### src/rtl/mips32_if_prefetch.sv
// MIPS32 instruction-fetch stage: owns the PC, issues word reads to instruction memory and
// buffers returned instructions in an in-order prefetch FIFO with a valid/ready decode handshake.
module mips32_if_prefetch #(
    parameter int unsigned       ADDR_W   = 32,
    parameter int unsigned       DEPTH    = 2,
    parameter logic [ADDR_W-1:0] RESET_PC = '0,
    parameter logic [5:0]        HALT_OP  = 6'h3f
) (
    input  logic              clk1,
    input  logic              rst_n,
    output logic              imem_req,
    output logic [ADDR_W-1:0] imem_addr,
    input  logic              imem_rvalid,
    input  logic [31:0]       imem_rdata,
    input  logic              redirect_valid,
    input  logic [ADDR_W-1:0] redirect_pc,
    input  logic              id_ready,
    output logic              if_valid,
    output logic [31:0]       if_ir,
    output logic [ADDR_W-1:0] if_npc,
    output logic              halted
);
    localparam int unsigned PW = $clog2(DEPTH);
    localparam int unsigned CW = $clog2(DEPTH + 1);

    logic [ADDR_W-1:0] pc_q, pc_d;
    logic [CW-1:0]     out_q, out_d;
    logic [CW-1:0]     drop_q, drop_d;
    logic [CW-1:0]     cnt_q, cnt_d;
    logic [PW-1:0]     rd_ptr_q, rd_ptr_d, wr_ptr_q, wr_ptr_d;
    logic [PW-1:0]     trk_rd_q, trk_rd_d, trk_wr_q, trk_wr_d;
    logic              halt_seen_q, halt_seen_d;
    logic              halted_q, halted_d;

    logic [31:0]       fifo_ir_q  [DEPTH];
    logic [ADDR_W-1:0] fifo_npc_q [DEPTH];
    logic [ADDR_W-1:0] trk_q      [DEPTH];

    logic              redir, issue, ret, ret_drop, push, push_halt, pop, head_halt, flush;
    logic [CW:0]       occupancy;

    // Handshake and event decode
    always_comb begin
        redir     = redirect_valid && !halted_q;
        occupancy = {1'b0, out_q} + {1'b0, cnt_q};
        issue     = rst_n && !halted_q && !halt_seen_q && !redirect_valid &&
                    (occupancy < (CW+1)'(DEPTH));
        ret       = imem_rvalid && !halted_q;
        ret_drop  = ret && (drop_q != '0);
        push      = ret && !ret_drop && !redir;
        push_halt = push && (imem_rdata[31:26] == HALT_OP);
        if_valid  = !halted_q && (cnt_q != '0);
        pop       = if_valid && id_ready && !redir;
        head_halt = fifo_ir_q[rd_ptr_q][31:26] == HALT_OP;
        flush     = redir || (pop && head_halt);
    end

    always_comb begin
        imem_req  = issue;
        imem_addr = pc_q;
        if_ir     = if_valid ? fifo_ir_q[rd_ptr_q] : '0;
        if_npc    = if_valid ? fifo_npc_q[rd_ptr_q] : '0;
        halted    = halted_q;
    end

    always_comb begin
        pc_d        = pc_q;
        out_d       = out_q;
        drop_d      = drop_q;
        cnt_d       = cnt_q;
        wr_ptr_d    = wr_ptr_q;
        rd_ptr_d    = rd_ptr_q;
        trk_wr_d    = trk_wr_q;
        trk_rd_d    = trk_rd_q;
        halt_seen_d = halt_seen_q;
        halted_d    = halted_q;

        if (issue) begin
            pc_d     = pc_q + ADDR_W'(1);
            out_d    = out_d + CW'(1);
            trk_wr_d = trk_wr_q + PW'(1);
        end
        if (ret) begin
            out_d    = out_d - CW'(1);
            trk_rd_d = trk_rd_q + PW'(1);
        end
        if (ret_drop) drop_d = drop_q - CW'(1);
        if (push) begin
            wr_ptr_d = wr_ptr_q + PW'(1);
            cnt_d    = cnt_d + CW'(1);
        end
        if (pop) begin
            rd_ptr_d = rd_ptr_q + PW'(1);
            cnt_d    = cnt_d - CW'(1);
            if (head_halt) halted_d = 1'b1;
        end
        // Anything still in flight behind a HALT belongs to the dead stream
        if (push_halt) begin
            halt_seen_d = 1'b1;
            drop_d      = out_d;
        end
        if (flush) begin
            rd_ptr_d = wr_ptr_d;
            cnt_d    = '0;
        end
        if (redir) begin
            pc_d        = redirect_pc;
            drop_d      = out_d;
            halt_seen_d = 1'b0;
        end
    end

    always_ff @(posedge clk1 or negedge rst_n) begin
        if (!rst_n) begin
            pc_q        <= RESET_PC;
            out_q       <= '0;
            drop_q      <= '0;
            cnt_q       <= '0;
            wr_ptr_q    <= '0;
            rd_ptr_q    <= '0;
            trk_wr_q    <= '0;
            trk_rd_q    <= '0;
            halt_seen_q <= 1'b0;
            halted_q    <= 1'b0;
        end else begin
            pc_q        <= pc_d;
            out_q       <= out_d;
            drop_q      <= drop_d;
            cnt_q       <= cnt_d;
            wr_ptr_q    <= wr_ptr_d;
            rd_ptr_q    <= rd_ptr_d;
            trk_wr_q    <= trk_wr_d;
            trk_rd_q    <= trk_rd_d;
            halt_seen_q <= halt_seen_d;
            halted_q    <= halted_d;
        end
    end

    // Storage only; validity is tracked by the pointers and counters above
    always_ff @(posedge clk1) begin
        if (issue) trk_q[trk_wr_q] <= pc_q;
        if (push) begin
            fifo_ir_q[wr_ptr_q]  <= imem_rdata;
            fifo_npc_q[wr_ptr_q] <= trk_q[trk_rd_q] + ADDR_W'(1);
        end
    end

    a_no_spurious_return: assert property (@(posedge clk1) disable iff (!rst_n)
        !(imem_rvalid && !halted_q && (out_q == '0)));

endmodule

### config.mk
export PLATFORM = sky130hd
export DESIGN_NAME = mips32_if_prefetch
export DESIGN_NICKNAME = d
export VERILOG_FILES = /design/src/rtl/mips32_if_prefetch.sv
export SDC_FILE = /design/constraint.sdc
export NUM_CORES = 1
export LEC_CHECK = 0
export CORE_MARGIN = 3
export CORE_UTILIZATION = 45
export DETAILED_ROUTE_END_ITERATION = 10
export HOLD_SLACK_MARGIN = 0.15
export PLACE_DENSITY_LB_ADDON = 0.3
export SYNTH_ARGS = -nofsm -noshare
export SYNTH_HDL_FRONTEND = slang
export SYNTH_SLANG_ARGS = --single-unit
### constraint.sdc
create_clock -name clk1 -period 9.7 [get_ports clk1]
set_input_delay 1.94 -clock clk1 [delete_from_list [all_inputs] [get_ports clk1]]
set_output_delay 1.94 -clock clk1 [all_outputs]
set_load 0.05 [all_outputs]
======== After elaboration in Yosys (flattened, before gate mapping) ========
Memories as Yosys holds them, arrays and structs flattened.
Cells that the tools add are included.
cells by class
  eq/ne operators ......................... 2
  $lt $le $gt $ge ......................... 1
  $add $sub $neg .......................... 12
  reduce and logical (&&, ||, !) cells .... 27
  mux-type cells .......................... 21
operators by type and width
  cell                   number
  $mux 32                4
  $add 32x1->32 const B  2
  $mux 2                 8
  $logic_and 1x1->1      14
  $eq 6x6->1 const B     2
  $reduce_bool 2->1      5
  $mux 1                 9
  $sub 2x1->2 const B    3
  $logic_not 1->1        5
  $add 1x1->1 const B    4
  $add 2x1->2 const B    2
  $add 2x2->3            1
  $lt 3x2->1 const B     1
  $reduce_bool 3->1      1
  $reduce_and 2->1       1
  $logic_or 1x1->1       1
storage, ports and cells
  register bits after elaboration ......... 44
  memory bits (writable) .................. 192
  input bits .............................. 69
  word-level logic and storage cells ...... 76
  output and inout bits ................... 99
  memories kept ........................... 3
memories
  memory      depth  bits a word  rd ports  clocked after memory_dff  wr ports  line  RTL
  fifo_ir_q   2      32           1         0                         1         35    logic [31:0] fifo_ir_q [DEPTH];
  fifo_npc_q  2      32           1         0                         1         36    logic [ADDR_W-1:0] fifo_npc_q [DEPTH];
  trk_q       2      32           1         0                         1         37    logic [ADDR_W-1:0] trk_q [DEPTH];

======== Logic depth before layout (Yosys ltp) ========
  depth in word-level cells ............... 10
  mapped depth ............................ 15
  gate-level depth less buffers ........... 9

======== Worst setup path before layout ========
Ideal clock, no wire load.
  kind .................................... input to output
  from .................................... input redirect_valid
  to ...................................... output imem_req
  data arrival time ....................... 2.673 ns
  buffers on the path ..................... 0
  setup slack ............................. 5.087 ns
  data required time ...................... 7.760 ns
  stages .................................. 3
  path through ............................ nor4_4 -> nand2_1 -> inv_2
between the ends
  longest elaborated chain between the ends .. 3
RTL lines
  element                          line  RTL
  from (decl)                      15    input logic redirect_valid,
  $logic_not 1->1                  46    issue = rst_n && !halted_q && !halt_seen_q && !redirect_valid &&
  $logic_and 1x1->1 (2 in series)  46
  to (decl)                        11    output logic imem_req,
No other way between the ends.

======== Worst setup path in the final report ========
Ends and elaborated chain as after synthesis.

==> impl_metrics.toml <==
[synthesis]
ys_ff_latch = 236
synth_nets = 863
ys_types = 60
yosys.area.top_type = "edfxtp_1"
synth.avg_cell_area_um2 = 13.38
synth_area_um2 = 10530
yosysSeqAreaShare = 0.6521
synthCells = 787
yosysWarnings = 0
ys.flop_type = "edfxtp_1"
yosysTopAreaCellShare = 0.5475
async_flop_share = 0.1864
synthTopCellsByArea = "edfxtp_1 55%, dfrtp_1 10%, mux2i_1 8.3%"
synth_edf_count = 192

[finish]
num_antenna_cells = 0
layout.cells.non_filler = 1288
post_route_cells_drive_above_1_share = 0.09026
multi_input_area_um2 = 3465
fillers = 1867
finalNetCount = 1033
syn_to_final_growth_pct = 26.27
seq_area_um2 = 6872

[place]
dp.cells = 1244
place.gp.congestion = 0.8117
port_buffers = 167
dpl.hpwl_um = 14660
place_ws_ns = 3.676

[worst_setup_path]
worst_ep_arrival_time_ns = 4.11
crit_required_ns = 7.76
critPathSlowestCell = "clkdlybuf4s50_1"
path_cells = "clkdlybuf4s50_1, nor4_4, nand2_1, inv_2, clkdlybuf4s50_1"
cpMostUsedCell = "clkdlybuf4s50_1"
crit_buf_inv = 3
cp_top_family = "buffers and inverters"
cp_max_fo = 10
crit_type = "primary input to output pin"
crit_path_start_kind = "primary input"
max_stage_delay_ns = 0.83
crit_path_end_kind = "output pin"

[grt]
antenna_found_initial = 0
grt_pass1_vias = 6237
grt_use_total = 0.1650
grt_max_degree = 66
grt_first_pass_wirelength_um = 33980
grt-ovfl-total = 0

[die]
fp-row-count = 55
die_h_um = 159.0
die-area_um2 = 25270
initial_utilization = 0.4609
pin_count = 168
core_region_area_um2 = 22850
die_w_um = 159.0

[timing]
period_minus_slack_ns = 6.046
rsz0062_at_grt = "no"
whs_ns = 0.5132
setup_slack_ns = 3.654
skew_ns = 0.007741
fin_crit_sh = 0.6233
tightest_slew_ns = 0.9123
relSlewSlack = 0.3918
final-hold-violation-count = 0
maxSlewViolCount = 0
clock.fmax_ghz = 0.1654
finalSetupViolations = 0
setup-tns-final_ns = 0

[cts]
clk_latency_ns = 0.51
cts_num_sinks = 236
cts.clk_slew.worst_paths_ns = 0.06
cts_tree = "yes"
post-cts-setup-buffers = 0
cts.repair.resized = 0
root_buffer = "clkbuf_16"
cts_buffers = 24
htree_levels = 1
hold_buffers = 0
cts_buffer_depth = 3

[routing]
route.met2.wl_um = 10150
routedWlPerCell_um = 16.68
wl_met1_um = 9954
via_per_inst = 5.002
wl_met3_um = 969
dr.first_iter.drc_count = 327
firstDrtPassIters = 4
drc = 0
ant_nets = 0
vias = 6442
wl_um = 21490
routed.top_layer = "met4"

[power]
ir_worst_vdd_uv = 143.3
leakagePower_nw = 4.765
power_density_nw_per_um2 = 275.7

[outcome]
status = "finished, final reports clean"

[run]
maxCapViolCount = 0

[worst_hold_path]
hp-class = "flop to flop"
-- registers in the layout (all words and copies together) (netlist names) --
register     count
halted           1
fifo_npc_q      64
trk_wr_q         1
wr_ptr_q         1
trk_q           64
imem_addr       32
out_q            2
trk_rd_q         1
halt_seen_q      1
rd_ptr_q         1
drop_q           2
cnt_q            2
fifo_ir_q       64
-- worst reg2reg max path: cells and delay by family (launching register included) --
kind / cells / cell delay [ns]
xor gates and xnor gates: 1 / 0.12
DFF: 1 / 0.33
muxes: 1 / 0.35
buffers and inverters: 2 / 0.68
and+or+nand+nor: 4 / 1.05
adders and majority gates: 1 / 0.20
AOI/OAI and AO/OA: 1 / 0.29
-- metrics by stage --
| step | utilization | power, W | instance area [um2] |
|---|---|---|---|
| 2_1_floorplan | - | 0.002378 | 10530 |
| 3_3_place_gp | 0.5474 | 0.002779 | 12510 |
| 3_5_place_dp | 0.5474 | 0.002800 | 12510 |
| 4_1_cts | 0.5820 | 0.003707 | 13300 |
| 5_1_grt | 0.5820 | 0.003834 | 13300 |
| 6_report | 0.5820 | 0.003666 | 13300 |
-- synth_stat cells, types with 7 or more instances --
| library cell | instances |
|---|---|
| o21ai_0 | 35 |
| dfrtp_1 | 44 |
| mux2i_1 | 87 |
| buf_2 | 8 |
| nand3_1 | 27 |
| edfxtp_1 | 192 |
| nand2_1 | 79 |
| nor2_1 | 87 |
| inv_1 | 11 |
| clkbuf_1 | 10 |
| xor2_1 | 41 |
| nand4_1 | 19 |
| xnor2_1 | 38 |
| and3_1 | 9 |
| buf_1 | 7 |
-- path summary, 6_finish.rpt --
kind                                startpoint                end  slack, ns  depth (start not counted)
worst min register to register        trk_wr_q           trk_wr_q       0.51                          1
worst min-delay path                  trk_wr_q           trk_wr_q       0.51                          1
min in group asynchronous                rst_n      imem_addr[14]       1.51                          2
max in group asynchronous                rst_n           rd_ptr_q       7.73                          2
worst max register to register        trk_rd_q  fifo_npc_q[0][30]       6.41                         10
worst max-delay path            redirect_valid           imem_req       3.65                          5
-- layout by cell type, fill, tap and decap left out, drive strengths merged, types with 4 or more instances in the layout --
master,n
mux2,6
clkdlybuf4s50,166
nor4,5
and2,5
nand2,80
ha,6
or2,4
clkbuf,35
dfrtp,44
xnor2,39
clkinv,6
xor2,41
buf,10
and4,5
nand4,20
nand4b,4
edfxtp,192
nand2b,5
nand3,27
nor2,88
inv,13
and3,9
mux2i,87
o21ai,39
a21oi,6
-- cell type report --
| cell class | count | share of cell area |
|---|---|---|
| Multi-Input combinational cell | 507 | 0.2606 |
| Inverter | 12 | 0.003388 |
| Timing Repair Buffer | 176 | 0.1304 |
| Clock buffer | 35 | 0.05373 |
| Clock inverter | 9 | 0.005646 |
| Tap cell | 313 | 0.02945 |
| Sequential cell | 236 | 0.5168 |
-- report_power, final --
part	leakage, nW	switching, W	internal, W
Sequential	2.28	0.000124	0.00129
Clock	0.392	0.000362	0.000538
Combinational	2.10	0.000872	0.000482
Total	4.77	0.00136	0.00231
-- layer usage --
| metal | GRT usage | vias to the layer above |
|---|---|---|
| li1 | - | 3190 |
| met1 | 0.2342 | 3081 |
| met2 | 0.2689 | 141 |
| met3 | 0.02706 | 30 |
| met4 | 0.04059 | 0 |
| met5 | 0 | - |
-- cells by family after synthesis --
logic type                 count (synthesis)  share of synthesized area
adders and majority gates                  7                   0.009030
and+or+nand+nor                          270                     0.1294
DFF                                      236                     0.6521
AOI/OAI and AO/OA                         57                    0.03280
xor gates and xnor gates                  80                    0.06725
muxes                                     93                    0.08912
buffers and inverters                     44                    0.02032
Note: power is estimated with default switching activity, not from simulation.
